===== src/rtl/instr_sequencer.sv =====
// Hardwired control sequencer for the single-bus CPU datapath.
// Walks one instruction through fetch (T0..T2), register-format ALU
// decode (T3) and execute/write-back (T4..T6). It drives every datapath
// strobe as a Moore output of the current step. The only exception is
// T3, which decodes the live IR contents.
module instr_sequencer #(
  parameter int NREG        = 16,
  parameter int OP_W        = 5,
  parameter int MEM_TIMEOUT = 15
) (
  input  logic            Clock,
  input  logic            Reset,
  input  logic            Run,
  input  logic            Mem_ready,
  input  logic [31:0]     IR_data,
  output logic            PCout,
  output logic            Zlowout,
  output logic            ZHighout,
  output logic            MDRout,
  output logic            MARin,
  output logic            PCin,
  output logic            MDRin,
  output logic            IRin,
  output logic            Yin,
  output logic            Zin,
  output logic            HIin,
  output logic            LOin,
  output logic            IncPC,
  output logic            Read,
  output logic [NREG-1:0] reg_out,
  output logic [NREG-1:0] reg_in,
  output logic [OP_W-1:0] operation,
  output logic            busy,
  output logic            halted,
  output logic            err_illegal,
  output logic            err_timeout
);

  localparam int CNT_W = $clog2(MEM_TIMEOUT + 1);
  localparam logic [CNT_W-1:0] CNT_LAST = CNT_W'(MEM_TIMEOUT - 1);

  // Register-format opcodes handled by this sequencer
  localparam logic [4:0] OP_ADD  = 5'b00011;
  localparam logic [4:0] OP_SUB  = 5'b00100;
  localparam logic [4:0] OP_AND  = 5'b00101;
  localparam logic [4:0] OP_OR   = 5'b00110;
  localparam logic [4:0] OP_ROR  = 5'b00111;
  localparam logic [4:0] OP_ROL  = 5'b01000;
  localparam logic [4:0] OP_SHR  = 5'b01001;
  localparam logic [4:0] OP_SHRA = 5'b01010;
  localparam logic [4:0] OP_SHL  = 5'b01011;
  localparam logic [4:0] OP_MUL  = 5'b01111;
  localparam logic [4:0] OP_DIV  = 5'b10000;

  typedef enum logic [3:0] {
    S_IDLE, S_T0, S_T1, S_T2, S_T3, S_T4, S_T5, S_T6, S_HALT
  } state_t;

  state_t           state, state_nx;
  logic [CNT_W-1:0] wait_cnt;
  logic [4:0]       op_q;
  logic [3:0]       ra_q, rc_q;
  logic             md_q;
  logic             err_ill_q, err_to_q;

  // IR fields, decoded live while in T3
  logic [4:0] ir_op;
  logic [3:0] ir_ra, ir_rb, ir_rc;
  logic       op_alu, op_md, idx_ok, legal;
  logic       mem_timeout;

  assign ir_op = IR_data[31:27];
  assign ir_ra = IR_data[26:23];
  assign ir_rb = IR_data[22:19];
  assign ir_rc = IR_data[18:15];

  // One-hot select of a GPR from a 4-bit register field
  function automatic logic [NREG-1:0] reg_sel(input logic [3:0] idx);
    logic [NREG-1:0] r;
    r = '0;
    for (int i = 0; i < NREG; i++) r[i] = (idx == 4'(i));
    return r;
  endfunction

  // A register field must name an existing GPR when NREG < 16
  function automatic logic reg_ok(input logic [3:0] idx);
    return int'(idx) < NREG;
  endfunction

  // Opcode class decode: plain single-result ALU ops vs. MUL/DIV (HI/LO pair)
  always_comb begin
    op_alu = 1'b0;
    op_md  = 1'b0;
    case (ir_op)
      OP_ADD, OP_SUB, OP_AND, OP_OR, OP_ROR, OP_ROL,
      OP_SHR, OP_SHRA, OP_SHL: op_alu = 1'b1;
      OP_MUL, OP_DIV:          op_md  = 1'b1;
      default: ;
    endcase
  end

  // MUL/DIV write HI/LO and never use Ra, so Ra is range-checked only for ALU ops
  assign idx_ok      = reg_ok(ir_rb) && reg_ok(ir_rc) && (op_md || reg_ok(ir_ra));
  assign legal       = (op_alu || op_md) && idx_ok;
  assign mem_timeout = !Mem_ready && (wait_cnt == CNT_LAST);

  // State register, T1 wait counter, latched instruction fields and sticky errors
  always_ff @(posedge Clock) begin
    if (Reset) begin
      state     <= S_IDLE;
      wait_cnt  <= '0;
      op_q      <= '0;
      ra_q      <= '0;
      rc_q      <= '0;
      md_q      <= 1'b0;
      err_ill_q <= 1'b0;
      err_to_q  <= 1'b0;
    end else begin
      state    <= state_nx;
      // Counts cycles spent in T1; zero whenever T1 is next entered
      wait_cnt <= (state == S_T1) ? wait_cnt + 1'b1 : '0;
      if (state == S_T3 && legal) begin
        op_q <= ir_op;
        ra_q <= ir_ra;
        rc_q <= ir_rc;
        md_q <= op_md;
      end
      if (state == S_T3 && !legal) err_ill_q <= 1'b1;
      if (state == S_T1 && mem_timeout) err_to_q <= 1'b1;
    end
  end

  // Next-state and step strobes; every output defaults low
  always_comb begin
    state_nx  = state;
    PCout     = 1'b0;
    Zlowout   = 1'b0;
    ZHighout  = 1'b0;
    MDRout    = 1'b0;
    MARin     = 1'b0;
    PCin      = 1'b0;
    MDRin     = 1'b0;
    IRin      = 1'b0;
    Yin       = 1'b0;
    Zin       = 1'b0;
    HIin      = 1'b0;
    LOin      = 1'b0;
    IncPC     = 1'b0;
    Read      = 1'b0;
    reg_out   = '0;
    reg_in    = '0;
    operation = '0;
    busy      = 1'b1;
    halted    = 1'b0;
    case (state)
      S_IDLE: begin
        busy = 1'b0;
        if (Run) state_nx = S_T0;
      end
      S_T0: begin
        PCout    = 1'b1;
        MARin    = 1'b1;
        IncPC    = 1'b1;
        Zin      = 1'b1;
        state_nx = S_T1;
      end
      S_T1: begin
        // Read stays asserted for the whole wait; PC is loaded once only
        Zlowout = 1'b1;
        PCin    = (wait_cnt == '0);
        Read    = 1'b1;
        MDRin   = 1'b1;
        if (Mem_ready)        state_nx = S_T2;
        else if (mem_timeout) state_nx = S_HALT;
      end
      S_T2: begin
        MDRout   = 1'b1;
        IRin     = 1'b1;
        state_nx = S_T3;
      end
      S_T3: begin
        if (legal) begin
          reg_out  = reg_sel(ir_rb);
          Yin      = 1'b1;
          state_nx = S_T4;
        end else begin
          state_nx = S_HALT;
        end
      end
      S_T4: begin
        reg_out   = reg_sel(rc_q);
        Zin       = 1'b1;
        operation = OP_W'(op_q);
        state_nx  = S_T5;
      end
      S_T5: begin
        Zlowout = 1'b1;
        if (md_q) begin
          LOin     = 1'b1;
          state_nx = S_T6;
        end else begin
          reg_in   = reg_sel(ra_q);
          state_nx = Run ? S_T0 : S_IDLE;
        end
      end
      S_T6: begin
        ZHighout = 1'b1;
        HIin     = 1'b1;
        state_nx = Run ? S_T0 : S_IDLE;
      end
      S_HALT: begin
        busy   = 1'b0;
        halted = 1'b1;
      end
      default: state_nx = S_IDLE;
    endcase
  end

  assign err_illegal = err_ill_q;
  assign err_timeout = err_to_q;

endmodule


===== config.mk =====
export PLATFORM = sky130hd
export DESIGN_NAME = instr_sequencer
export DESIGN_NICKNAME = d
export VERILOG_FILES = /design/src/rtl/instr_sequencer.sv
export SDC_FILE = /design/constraint.sdc
export NUM_CORES = 1
export LEC_CHECK = 0
export ABC_AREA = 1
export BUFFER_PORTS_ARGS = -buffer_cell sky130_fd_sc_hd__clkbuf_2
export CORE_MARGIN = 2
export CORE_UTILIZATION = 35
export CTS_BUF_LIST = sky130_fd_sc_hd__clkbuf_4
export DETAILED_ROUTE_END_ITERATION = 10
export GPL_TIMING_DRIVEN = 0
export MAX_ROUTING_LAYER = met4
export PLACE_DENSITY = 0.7
export SETUP_SLACK_MARGIN = 0.05
export SLEW_MARGIN = 10
export SYNTH_ARGS = -nofsm -noshare
export SYNTH_HDL_FRONTEND = slang
export SYNTH_SLANG_ARGS = --single-unit

===== constraint.sdc =====
create_clock -name Clock -period 1.6 [get_ports Clock]
set_input_delay 0.08 -clock Clock [delete_from_list [all_inputs] [get_ports Clock]]
set_output_delay 0.08 -clock Clock [all_outputs]
set_load 0.01 [all_outputs]

## Word level (Yosys, flattened, before mapping)

Cells that the tools add are included.

| word-level totals | value |
|---|---|
| register bits after elaboration | 24 |
| logic and storage cells | 124 |
| input port bits | 36 |
| output and inout port bits | 55 |

| cells by class | value |
|---|---|
| bitwise operators | 2 |
| equality and inequality tests | 67 |
| $add $sub $neg | 1 |
| multiplexer cells | 27 |
| reductions and logical operators | 19 |

Operators with widths:

| operator | count |
|---|---|
| equality test 4 bit (second input constant) | 26 |
| equality test 4 x 3 -> 1 bit (second input constant) | 16 |
| two-way mux 16 bit | 3 |
| one-hot mux 4 bit (9 select lines) | 1 |
| equality test 4 x 2 -> 1 bit (second input constant) | 8 |
| one-hot mux 16 bit (2 select lines) | 1 |
| equality test 5 x 4 -> 1 bit (second input constant) | 5 |
| equality test 5 x 3 -> 1 bit (second input constant) | 4 |
| zero test 4 bit | 5 |
| equality test 4 x 1 -> 1 bit (second input constant) | 4 |
| two-way mux 1 bit | 16 |
| two-way mux 4 bit | 4 |
| OR reduction 2 bit | 5 |
| OR reduction 9 bit | 1 |
| equality test 5 x 2 -> 1 bit (second input constant) | 1 |
| equality test 5 bit (second input constant) | 1 |
| two-way mux 5 bit | 1 |
| adder 4 x 1 -> 4 bit (second input constant) | 1 |
| logical AND 1 bit | 4 |
| two-way mux 3 bit | 1 |
| inequality test 3 bit (second input constant) | 1 |
| AND reduction 3 bit | 1 |
| zero test 1 bit | 2 |
| inequality test 2 bit (second input constant) | 1 |
| 2 further kinds | 3 |

## Logic depth before layout (Yosys ltp)

Gate-level depths: netlist of the first run.

| depth | value |
|---|---|
| depth after elaboration | 6 |
| depth in mapped cells | 9 |
| gate-level depth less buffers | 8 |

## Worst setup path before layout of the first run

No wires, ideal clock.

| path | value |
|---|---|
| path type | reg-to-output |
| from | register state[3] |
| to | output reg_out[12] |
| arrival time | 1.144 ns |
| cell stages (with the launch flop) | 6 |
| setup slack | 0.376 ns |
| required time | 1.520 ns |
| buffers on the path | 0 |
| path through | dfxtp_1 inv_2 nand2_2 nor2_2 nand3_1 o21ai_0 |

| between the ends | value |
|---|---|
| word-level cells in the longest chain between the ends | 2 |
| elaborated cells between the ends (all ways) | 3 |
| classes of those cells | eq/ne: 2; mux: 1 |

RTL lines:

| item | RTL line | RTL |
|---|---|---|
| start, declared | 59 | `state_t state, state_nx;` |
| start signal, assigned | 119 | `state <= state_nx;` |
| equality test 4 x 3 -> 1 bit | 155 | `case (state)` |
| one-hot mux 16 bit (2 select lines) * | 155 |  |
| end, declared | 30 | `output logic [NREG-1:0] reg_out,` |

Every way passes the cells marked *; elsewhere a longest branch is shown, timed or not.

## Worst setup path after layout of the first run

| path | value |
|---|---|
| from | register state[3] |
| to | output reg_out[1] |

Same word-level chain as after synthesis.

==> impl_metrics.csv, run 1 <==
group,metric,value,unit
yosys,seq_area_frac_synth,30.0,%
die,num_rows,24,
layout,final_common_cell,"clkbuf_2",
outcome,violations,"setup timing",
yosys,synth_warnings,0,
timing,layout_min_cycle_time,1650,ps
timing,setup_slack,-55.0,ps
die,die-area,5140,um2
routing,drt-wirelength-per-cell,11.8,um
timing,setup-violations-final,16,
layout,final_cell_mix,"51 x clkbuf_2, 46 x nor2_1, 36 x inv_1",
die,ioPinCount,91,
die,core_area,4380,um2
placement,detailed_place_hpwl,3560,um
timing,fin_crit_sh,103,%
worst_setup_path,slowest_stage,"dfxtp_4",
die,initial_core_util,36.6,%
clock_network,cts_tree,"done",
routing,vias,1961,
yosys,syn_nets,304,
yosys,async_flop_share,0,%
worst_setup_path,criticalPathCategory,"reg2out",
routing,drt_iter0_drc,74,
worst_setup_path,startpoint_type,"flop",
layout,diodes,0,
grt,grt_overflow,0,
clock_network,cts.sinks,24,
grt,antenna_found_initial,0,
grt,grt_use_total,19.3,%
layout,drive_gt1_share,42.1,%
worst_setup_path,r2r_start,"state[3]$_SDFFE_PP0P_",
layout,area_delta_synth_final,53.0,%
power,cellLeakagePower,1.16,nW
worst_setup_path,cp-startpoint,"state[3]$_SDFFE_PP0P_",
power,swShare,40.1,%
outcome,status,"complete, but fails checks",
routing,ant_nets,0,
worst_setup_path,crit_required,1520,ps
clock_network,h-tree-depth,1,
yosys,synth_area_per_cell,6.05,um2
power,power.total,1.84,mW
clock_network,cts_root_buf,"clkbuf_4",
clock_network,clk_pin_slew_worst_paths,130,ps
timing,fmax,604,MHz
power,peakVddDrop,0.487,mV
clock_network,cts-buffers-inserted,3,
yosys,synth_seq_cells,24,
timing,finalHoldViolCount,0,
grt,grt_pass1_vias,1888,
clock_network,insertion_delay,320,ps
power,p_switching,0.736,mW
timing,drv_slew,0,
placement,finalWeightedCongestion,0.905,
power,seqPwrFrac,38.8,%
timing,rsz0062_at_grt,"yes",
worst_setup_path,crit_arrival,1570,ps
placement,place_ws,94.0,ps
die,die_w,71.7,um
timing,worst_pin_slew,415,ps
clock_network,clockBufferDepth,2,
yosys,dominantRegCellSynth,"dfxtp_1",
worst_setup_path,cpMostUsedCell,"inv_6",
routing,firstDrtPassIters,4,
yosys,synth-edff-count,0,
routing,routed_wl,4830,um
yosys,synthCells,265,
flow_run,drv_cap,0,
power,intPower,1.10,mW
layout,finalNetCount,396,
timing,skew,1.68,ps
worst_setup_path,cp_cell_sequence,"inv_6, nand2_8, nor2_4, nand2_4, inv_6, buf_6, nand3_1, o21ai_1, buf_2",
worst_setup_path,cp_max_fo,7,
grt,grt_max_degree,14,
min_path,hp-class,"in2reg",
grt,grt_pass1_wl,7940,um
worst_setup_path,endpoint_kind,"output port",
power,combPwrFrac,46.0,%
clock_network,postCtsHoldBufs,0,
min_path,hp-start,"IR_data[17]",
routing,drc,0,
worst_setup_path,cpPeakStageDelay,380,ps
yosys,synthesis.area,1600,um2
die,die_height,71.7,um
timing,max_slew_margin,72.2,%
placement,numPortBuffers,74,
power,clockPowerShare,15.2,%
routing,viasPerCell,4.81,
yosys,ys_types,24,
power,power_density,749,nW/um2
==> power groups by stage <==
stage          Combinational (mW)  Sequential (mW)  Clock (mW)
4_1_cts                     0.736            0.695       0.282
5_1_grt                     0.931            0.721       0.312
2_1_floorplan               0.427            0.691           0
6_report                    0.845            0.714       0.279
3_3_place_gp                0.617            0.700           0
3_5_place_dp                0.624            0.700           0
==> path summary, 6_finish.rpt <==
check | to | slack (ps) | depth (start not counted)
hold reg to reg | err_illegal$_SDFFE_PP0P_ | 460 | 2
hold / removal | rc_q[2]$_SDFFE_PP0P_ | 7 | 3
setup / recovery | reg_out[1] | -50 | 9
setup reg to reg | rc_q[1]$_SDFFE_PP0P_ | 220 | 8
==> Yosys cell counts, types with 3 or more instances <==
cell type / instances / area share, %
nand4_1: 4 / 1.6
nand2_1: 38 / 8.9
inv_1: 39 / 9.1
inv_2: 3 / 0.70
nor2_1: 59 / 14
o21ai_0: 31 / 9.7
dfxtp_1: 24 / 30
ha_1: 3 / 2.3
buf_6: 3 / 2.1
buf_4: 5 / 2.3
nand3_1: 19 / 5.9
a21oi_1: 17 / 5.3
nor3_1: 4 / 1.2
==> area by class of cell <==
type | count | area, um2
Clock buffer | 3 | 22.5
Multi-Input combinational cell | 188 | 1080
Tap cell | 52 | 65.1
Timing Repair Buffer | 87 | 520
Buffer | 11 | 87.6
Clock inverter | 1 | 3.75
Sequential cell | 24 | 493
Fill cell | 445 | 1930
Inverter | 42 | 180
==> kinds of logic after synthesis <==
family	after synthesis	share of synthesized area, %
AND/OR/NAND/NOR	134	36.0
buffers and inverters	53	15.1
AO/OA/AOI/OAI	49	15.5
adder cells (fa/ha/maj)	3	2.34
flip-flops	24	30.0
XOR/XNOR	2	1.09
==> layer usage <==
metal | track usage [%] | up-vias | share of wire [%]
met2 | 34.4 | 54 | 51
li1 | - | 1019 | -
met4 | 4.40 | 0 | 0.79
met1 | 22.4 | 882 | 42
met3 | 3.80 | 6 | 6.4
met5 | - | - | 0
==> per-stage QoR <==
step                      cell area (um2)  utilization (%)  TNS (ps)  hold WS [ps]  instances
after floorplan                      1600                -         0           244        265
after global routing                 2450             56.0     -3790          30.8        408
after detailed placement             2040             46.5         0           358        391
final                                2450             56.0      -497          6.73        408
after global placement               2040             46.5         0           342        391
after CTS                            2240             51.2      -324          18.0        405
==> sequential cells by signal (all words and copies together) (netlist names) <==
name,count
op_q,5
ra_q,4
rc_q,4
state,4
wait_cnt,4
err_illegal,1
err_timeout,1
md_q,1
==> worst max-delay path, delay by kind of cell, from the launching register on <==
kind                   cells  cell delay [ps]
AND/OR/NAND/NOR            4              360
flip-flops                 1              380
buffers and inverters      4              410
AO/OA/AOI/OAI              1               90
==> timing repair <==
item / 4_1_cts / 5_1_grt
endpoints found under the hold margin: 0 / 0
buffers inserted: 9 / 3
resized for setup: 51 / 68
pin swaps: 6 / 15
gates cloned: 1 / 0
setup endpoints to repair: 40 / 45
Note: power is estimated with default switching activity, not from simulation.
==> inputs of run 2 (changes only) <==
--- a/config.mk
+++ b/config.mk
@@ -5,15 +5,15 @@
 export SDC_FILE = /design/constraint.sdc
 export NUM_CORES = 1
 export LEC_CHECK = 0
-export ABC_AREA = 1
 export BUFFER_PORTS_ARGS = -buffer_cell sky130_fd_sc_hd__clkbuf_2
 export CORE_MARGIN = 2
 export CORE_UTILIZATION = 35
 export CTS_BUF_LIST = sky130_fd_sc_hd__clkbuf_4
+export CTS_CLUSTER_SIZE = 8
 export DETAILED_ROUTE_END_ITERATION = 10
 export GPL_TIMING_DRIVEN = 0
 export MAX_ROUTING_LAYER = met4
-export PLACE_DENSITY = 0.7
+export PLACE_DENSITY = 0.69
 export SETUP_SLACK_MARGIN = 0.05
 export SLEW_MARGIN = 10
 export SYNTH_ARGS = -nofsm -noshare
==> impl_metrics.csv, run 2 <==
group,metric,value,unit
timing,fin_crit_sh,118,%
grt,antenna_found_initial,0,
grt,grt_use_total,20.8,%
yosys,yosys.cell_count.top_type,"nand2_1",
grt,grt_pass1_vias,1896,
placement,detailed_place_hpwl,3610,um
timing,skew,3.37,ps
timing,setup-violations-final,51,
worst_setup_path,cp-startpoint,"state[1]$_SDFFE_PP0P_",
die,die_w,74.1,um
yosys,async_flop_share,0,%
layout,finalNonFillerCells,415,
yosys,synth_top_cell_area_share,27.9,%
layout,area_delta_synth_final,86.3,%
worst_setup_path,cp-endpoint,"reg_out[4]",
timing,worst_pin_slew,595,ps
worst_setup_path,startpoint_type,"flop",
clock_network,insertion_delay,320,ps
yosys,ys_top_cells_by_count,"42 x nand2_1, 26 x nor2_1, 24 x dfxtp_1, 12 x mux2i_1",
worst_setup_path,r2r.worst_path.cells,10,
routing,drt_iter0_drc,124,
worst_setup_path,cp_max_fo,4,
timing,drv_slew,0,
die,ioPinCount,91,
worst_setup_path,r2r_start,"state[1]$_SDFFE_PP0P_",
outcome,status,"complete, but fails checks",
layout,finalNetCount,389,
timing,fmax,528,MHz
layout,final_common_cell,"nand2_1",
worst_setup_path,criticalPathCategory,"reg2out",
clock_network,cts-buffers-inserted,3,
yosys,yosysTopAreaCell,"dfxtp_1",
placement,finalWeightedCongestion,0.840,
worst_setup_path,endpoint_kind,"output port",
power,cellLeakagePower,1.39,nW
die,die_height,74.1,um
routing,drt-wirelength-per-cell,15.2,um
timing,setup_slack,-293,ps
routing,vias,2163,
clock_network,cts_tree,"done",
outcome,violations,"setup timing",
min_path,hp-class,"in2reg",
die,num_rows,25,
timing,rsz0062_at_grt,"yes",
yosys,syn_nets,269,
routing,viasPerCell,5.21,
layout,largest_register,"op_q",
yosys,seq_area_frac_synth,27.9,%
layout,diodes,0,
yosys,synth_area_per_cell,7.49,um2
grt,grt_pass1_wl,8770,um
timing,whs,14.1,ps
routing,routed_wl,6290,um
power,peakVddDrop,0.329,mV
grt,grt_overflow,0,
routing,drc,0,
die,initial_core_util,36.5,%
yosys,synthCells,230,
flow_run,drv_cap,0,
yosys,ys_types,49,
clock_network,clockBufferDepth,2,
layout,final_cell_mix,"37 x nand2_1, 34 x clkbuf_2, 31 x buf_6",
routing,ant_nets,0,
yosys,synth_area_leaders,"dfxtp_1 28%, nand2_1 9.2%, mux2i_1 7.0%",
timing,finalHoldViolCount,0,
worst_setup_path,rr_endpoint,"rc_q[2]$_SDFFE_PP0P_",
yosys,synthesis.area,1720,um2
grt,grt_max_degree,13,
clock_network,h-tree-depth,1,
clock_network,clk_pin_slew_worst_paths,130,ps
placement,dp_cells,371,
clock_network,cts_root_buf,"clkbuf_4",
yosys,dominantRegCellSynth,"dfxtp_1",
timing,timing.setup.tns,-7410,ps
power,power_density,665,nW/um2
layout,drive_gt1_share,54.6,%
worst_setup_path,r2r_slack,-130,ps
timing,max_slew_margin,60.3,%
routing,firstDrtPassIters,4,
worst_setup_path,crit_required,1520,ps
yosys,synth_warnings,0,
yosys,synth-edff-count,0,
clock_network,cts.sinks,24,
die,core_area,4720,um2
placement,numPortBuffers,74,
timing,layout_min_cycle_time,1890,ps
yosys,synth_seq_cells,24,
placement,place_ws,-226,ps
die,die-area,5500,um2
worst_setup_path,crit_arrival,1810,ps
power,power.total,2.13,mW
layout,largest_reg_flops,5,
-- run 2: layer usage --
| metal | routed length [um] | track usage, % | part of all wire [%] | vias to the layer above |
|---|---|---|---|---|
| met5 | 0 | - | 0 | - |
| met4 | 128 | 5.45 | 2.0 | 0 |
| met1 | 2570 | 26.1 | 41 | 1020 |
| li1 | - | - | - | 1051 |
| met3 | 307 | 1.63 | 4.9 | 16 |
| met2 | 3290 | 35.9 | 52 | 76 |
-- run 2: kinds of logic after synthesis --
logic type                 synth area share, %
and+or+nand+nor                           35.8
AOI/OAI and AO/OA                         17.8
buffers and inverters                     8.28
DFF                                       27.9
muxes                                     6.98
adders and majority gates                 2.18
xor gates and xnor gates                  1.02
-- run 2: stage by stage --
stage | cell area (um2) | util [%]
detailed placement | 2190 | 46.3
global placement | 2190 | 46.3
finish | 3210 | 67.9
global route | 3210 | 67.9
CTS | 2810 | 59.5
floorplan | 1730 | -
-- run 2: cell type report --
cell class | count | area, um2
Tap cell | 67 | 83.8
Buffer | 15 | 136
Multi-Input combinational cell | 180 | 1550
Timing Repair Buffer | 114 | 873
Sequential cell | 24 | 493
Inverter | 12 | 52.6
Clock buffer | 3 | 22.5
Fill cell | 349 | 1520
-- run 2: critical path, stage by stage (launching register included) --
cell and delay [ps]:
dfxtp_4 390, buf_6 120, nor3_4 230, buf_4 150, buf_6 90, o21ai_4 80
o41ai_2 250, buf_2 190
-- run 2: power by group --
group	internal [mW]	total, mW	switching [mW]
sequential	0.640	0.688	0.0481
clock	0.0882	0.275	0.187
combinational	0.612	1.17	0.556
total	1.34	2.13	0.791
-- run 2: repair_timing --
| action | 4_1_cts | 5_1_grt |
|---|---|---|
| cloned | 1 | 0 |
| hold buffers | 7 | 0 |
| pin swaps | 30 | 28 |
| buffers inserted | 20 | 17 |
| setup endpoints to repair | 62 | 57 |
| resized for setup | 80 | 98 |
| endpoints found under the hold margin | 7 | 0 |
-- run 2: worst min-delay path by stage --
stage                     start  slack [ps]  cells after the start                    to
detailed placement  IR_data[18]         320                      3  rc_q[3]$_SDFFE_PP0P_
global placement    IR_data[24]         310                      3  ra_q[1]$_SDFFE_PP0P_
floorplan           IR_data[27]         220                      2  op_q[0]$_SDFFE_PP0P_
finish              IR_data[27]          10                      3  op_q[0]$_SDFFE_PP0P_
CTS                 IR_data[27]           9                      3  op_q[0]$_SDFFE_PP0P_
global route        IR_data[28]          20                      3  op_q[1]$_SDFFE_PP0P_
==> inputs of run 3 (changes only) <==
--- a/config.mk
+++ b/config.mk
@@ -6,15 +6,17 @@
 export NUM_CORES = 1
 export LEC_CHECK = 0
 export BUFFER_PORTS_ARGS = -buffer_cell sky130_fd_sc_hd__clkbuf_2
+export CELL_PAD_IN_SITES_DETAIL_PLACEMENT = 1
+export CELL_PAD_IN_SITES_GLOBAL_PLACEMENT = 1
 export CORE_MARGIN = 2
-export CORE_UTILIZATION = 35
+export CORE_UTILIZATION = 32
 export CTS_BUF_LIST = sky130_fd_sc_hd__clkbuf_4
 export CTS_CLUSTER_SIZE = 8
 export DETAILED_ROUTE_END_ITERATION = 10
 export GPL_TIMING_DRIVEN = 0
 export MAX_ROUTING_LAYER = met4
-export PLACE_DENSITY = 0.69
-export SETUP_SLACK_MARGIN = 0.05
+export PLACE_DENSITY = 0.87
+export SETUP_SLACK_MARGIN = 0.2
 export SLEW_MARGIN = 10
 export SYNTH_ARGS = -nofsm -noshare
 export SYNTH_HDL_FRONTEND = slang
==> impl_metrics.csv, run 3 (synthesized netlist as in run 2, its figures left out) <==
group,metric,value,unit
layout,area_delta_synth_final,106,%
timing,max_slew_margin,57.6,%
outcome,violations,"hold timing, setup timing",
routing,vias,2447,
grt,grt_use_total,23.5,%
min_path,hold_end,"op_q[1]$_SDFFE_PP0P_",
timing,setup_slack,-417,ps
clock_network,clockBufferDepth,2,
die,die_w,77.4,um
timing,worst_pin_slew,636,ps
min_path,hp-class,"in2reg",
worst_setup_path,startpoint_type,"flop",
grt,antenna_found_initial,0,
die,num_rows,26,
routing,ant_nets,0,
outcome,status,"complete, but fails checks",
routing,viasPerCell,5.64,
clock_network,h-tree-depth,1,
die,initial_core_util,33.5,%
layout,final_cell_mix,"37 x buf_6, 34 x nand2_1, 33 x clkbuf_2",
flow_run,drv_cap,0,
timing,fmax,496,MHz
grt,grt_overflow,0,
routing,drt_iter0_drc,99,
grt,grt_max_degree,14,
timing,skew,22.3,ps
layout,multi_input_area,1700,um2
worst_setup_path,crit_arrival,1940,ps
layout,final_common_cell,"buf_6",
grt,grt_pass1_wl,11100,um
placement,detailed_place_hpwl,4320,um
worst_setup_path,endpoint_kind,"output port",
routing,firstDrtPassIters,4,
clock_network,cts_tree,"done",
timing,finalHoldViolCount,2,
routing,drt-wirelength-per-cell,23.0,um
worst_setup_path,r2r_start,"state[1]$_SDFFE_PP0P_",
power,cellLeakagePower,1.51,nW
die,die_height,77.4,um
min_path,hold_depth,3,
layout,finalNetCount,404,
clock_network,insertion_delay,350,ps
placement,place_ws,-203,ps
clock_network,cts.sinks,24,
layout,ff_latch_area,494,um2
layout,drive_gt1_share,63.7,%
placement,place_area,2400,um2
worst_setup_path,cp-startpoint,"state[0]$_SDFFE_PP0P_",
placement,numPortBuffers,74,
layout,largest_register,"op_q",
timing,timing.setup.tns,-13360,ps
layout,num-fill-cells,570,
clock_network,clk_pin_slew_worst_paths,170,ps
timing,layout_min_cycle_time,2020,ps
layout,largest_reg_flops,5,
timing,setup-violations-final,62,
worst_setup_path,crit_required,1520,ps
worst_setup_path,r2r_slack,-230,ps
power,power_density,691,nW/um2
worst_setup_path,criticalPathCategory,"reg2out",
timing,rsz0062_at_grt,"yes",
worst_setup_path,rr_endpoint,"state[1]$_SDFFE_PP0P_",
die,die-area,5980,um2
placement,finalWeightedCongestion,0.833,
routing,drc,0,
clock_network,cts_root_buf,"clkbuf_4",
routing,routed_wl,9980,um
clock_network,cts-buffers-inserted,3,
die,ioPinCount,91,
timing,fin_crit_sh,126,%
worst_setup_path,r2r.worst_path.cells,8,
layout,diodes,0,
worst_setup_path,cp_max_fo,4,
grt,grt_pass1_vias,2187,
timing,drv_slew,0,
power,peakVddDrop,0.624,mV
min_path,hp-start,"IR_data[28]",
timing,whs,-16.6,ps
die,core_area,5140,um2
layout,stdcell_area,3550,um2
run 3: cell count changes in the layout (fill, tap and decap cells not counted), moves of 4 or more:
cell	change
buf_4	+12
nor2_1	-12
nor2_2	+9
buf_6	+6
nor3_2	+4
run 3: timing repair:
item | in CTS | in global routing
gates cloned | 2 | 0
gates resized for setup | 73 | 118
endpoints found under the hold margin | 5 | 0
buffers inserted | 18 | 31
pin swaps | 25 | 19
hold buffers | 5 | 0
endpoints found under the setup margin | 74 | 77
run 3: how the worst max path moves through the flow:
stage | endpoint | slack, ps | cells after the start
after detailed placement | reg_out[12] | -200 | 6
final | reg_in[9] | -420 | 7
after CTS | reg_out[1] | -300 | 6
after floorplan | reg_in[0] | 150 | 4
after global placement | reg_out[12] | -190 | 6
after global routing | reg_in[6] | -470 | 7
run 3: cell type report:
class,instances,share of cell area [%]
repair buffers,129,28.7
multi-input cells,180,47.8
clock buffers,3,0.635
inverters,12,1.48
plain buffers,15,4.87
clock inverters,1,0.106
well taps,70,2.47
flip-flops and latches,24,13.9
run 3: critical path, cell delays in order, from the launching register on:
cell	delay [ps]
dfxtp_4	410
nand2b_4	170
nor3_4	220
buf_4	170
nand3b_1	120
buf_4	170
nor2_1	160
clkbuf_2	190
run 3: layer usage:
metal	GRT usage, %	share of wire, %
met1	27.2	40
met2	43.4	52
met3	1.63	4.3
met4	6.96	3.1
met5	-	0
run 3: through the flow:
stage / hold WS, ps / total power [mW] / util (%) / std cells
floorplan: 222 / 1.13 / - / 230
global placement: 311 / 1.33 / 46.7 / 374
detailed placement: 320 / 1.34 / 46.7 / 374
CTS: 1.37 / 1.93 / 57.6 / 403
global route: -2.38 / 2.54 / 69.0 / 434
finish: -16.6 / 2.45 / 69.0 / 434
run 3: power breakdown:
part           leakage [nW]  internal (mW)  switching (mW)
clock                0.0154         0.0920           0.221
sequential            0.197          0.641          0.0706
combinational          1.30          0.735           0.693
total                  1.51           1.47           0.985
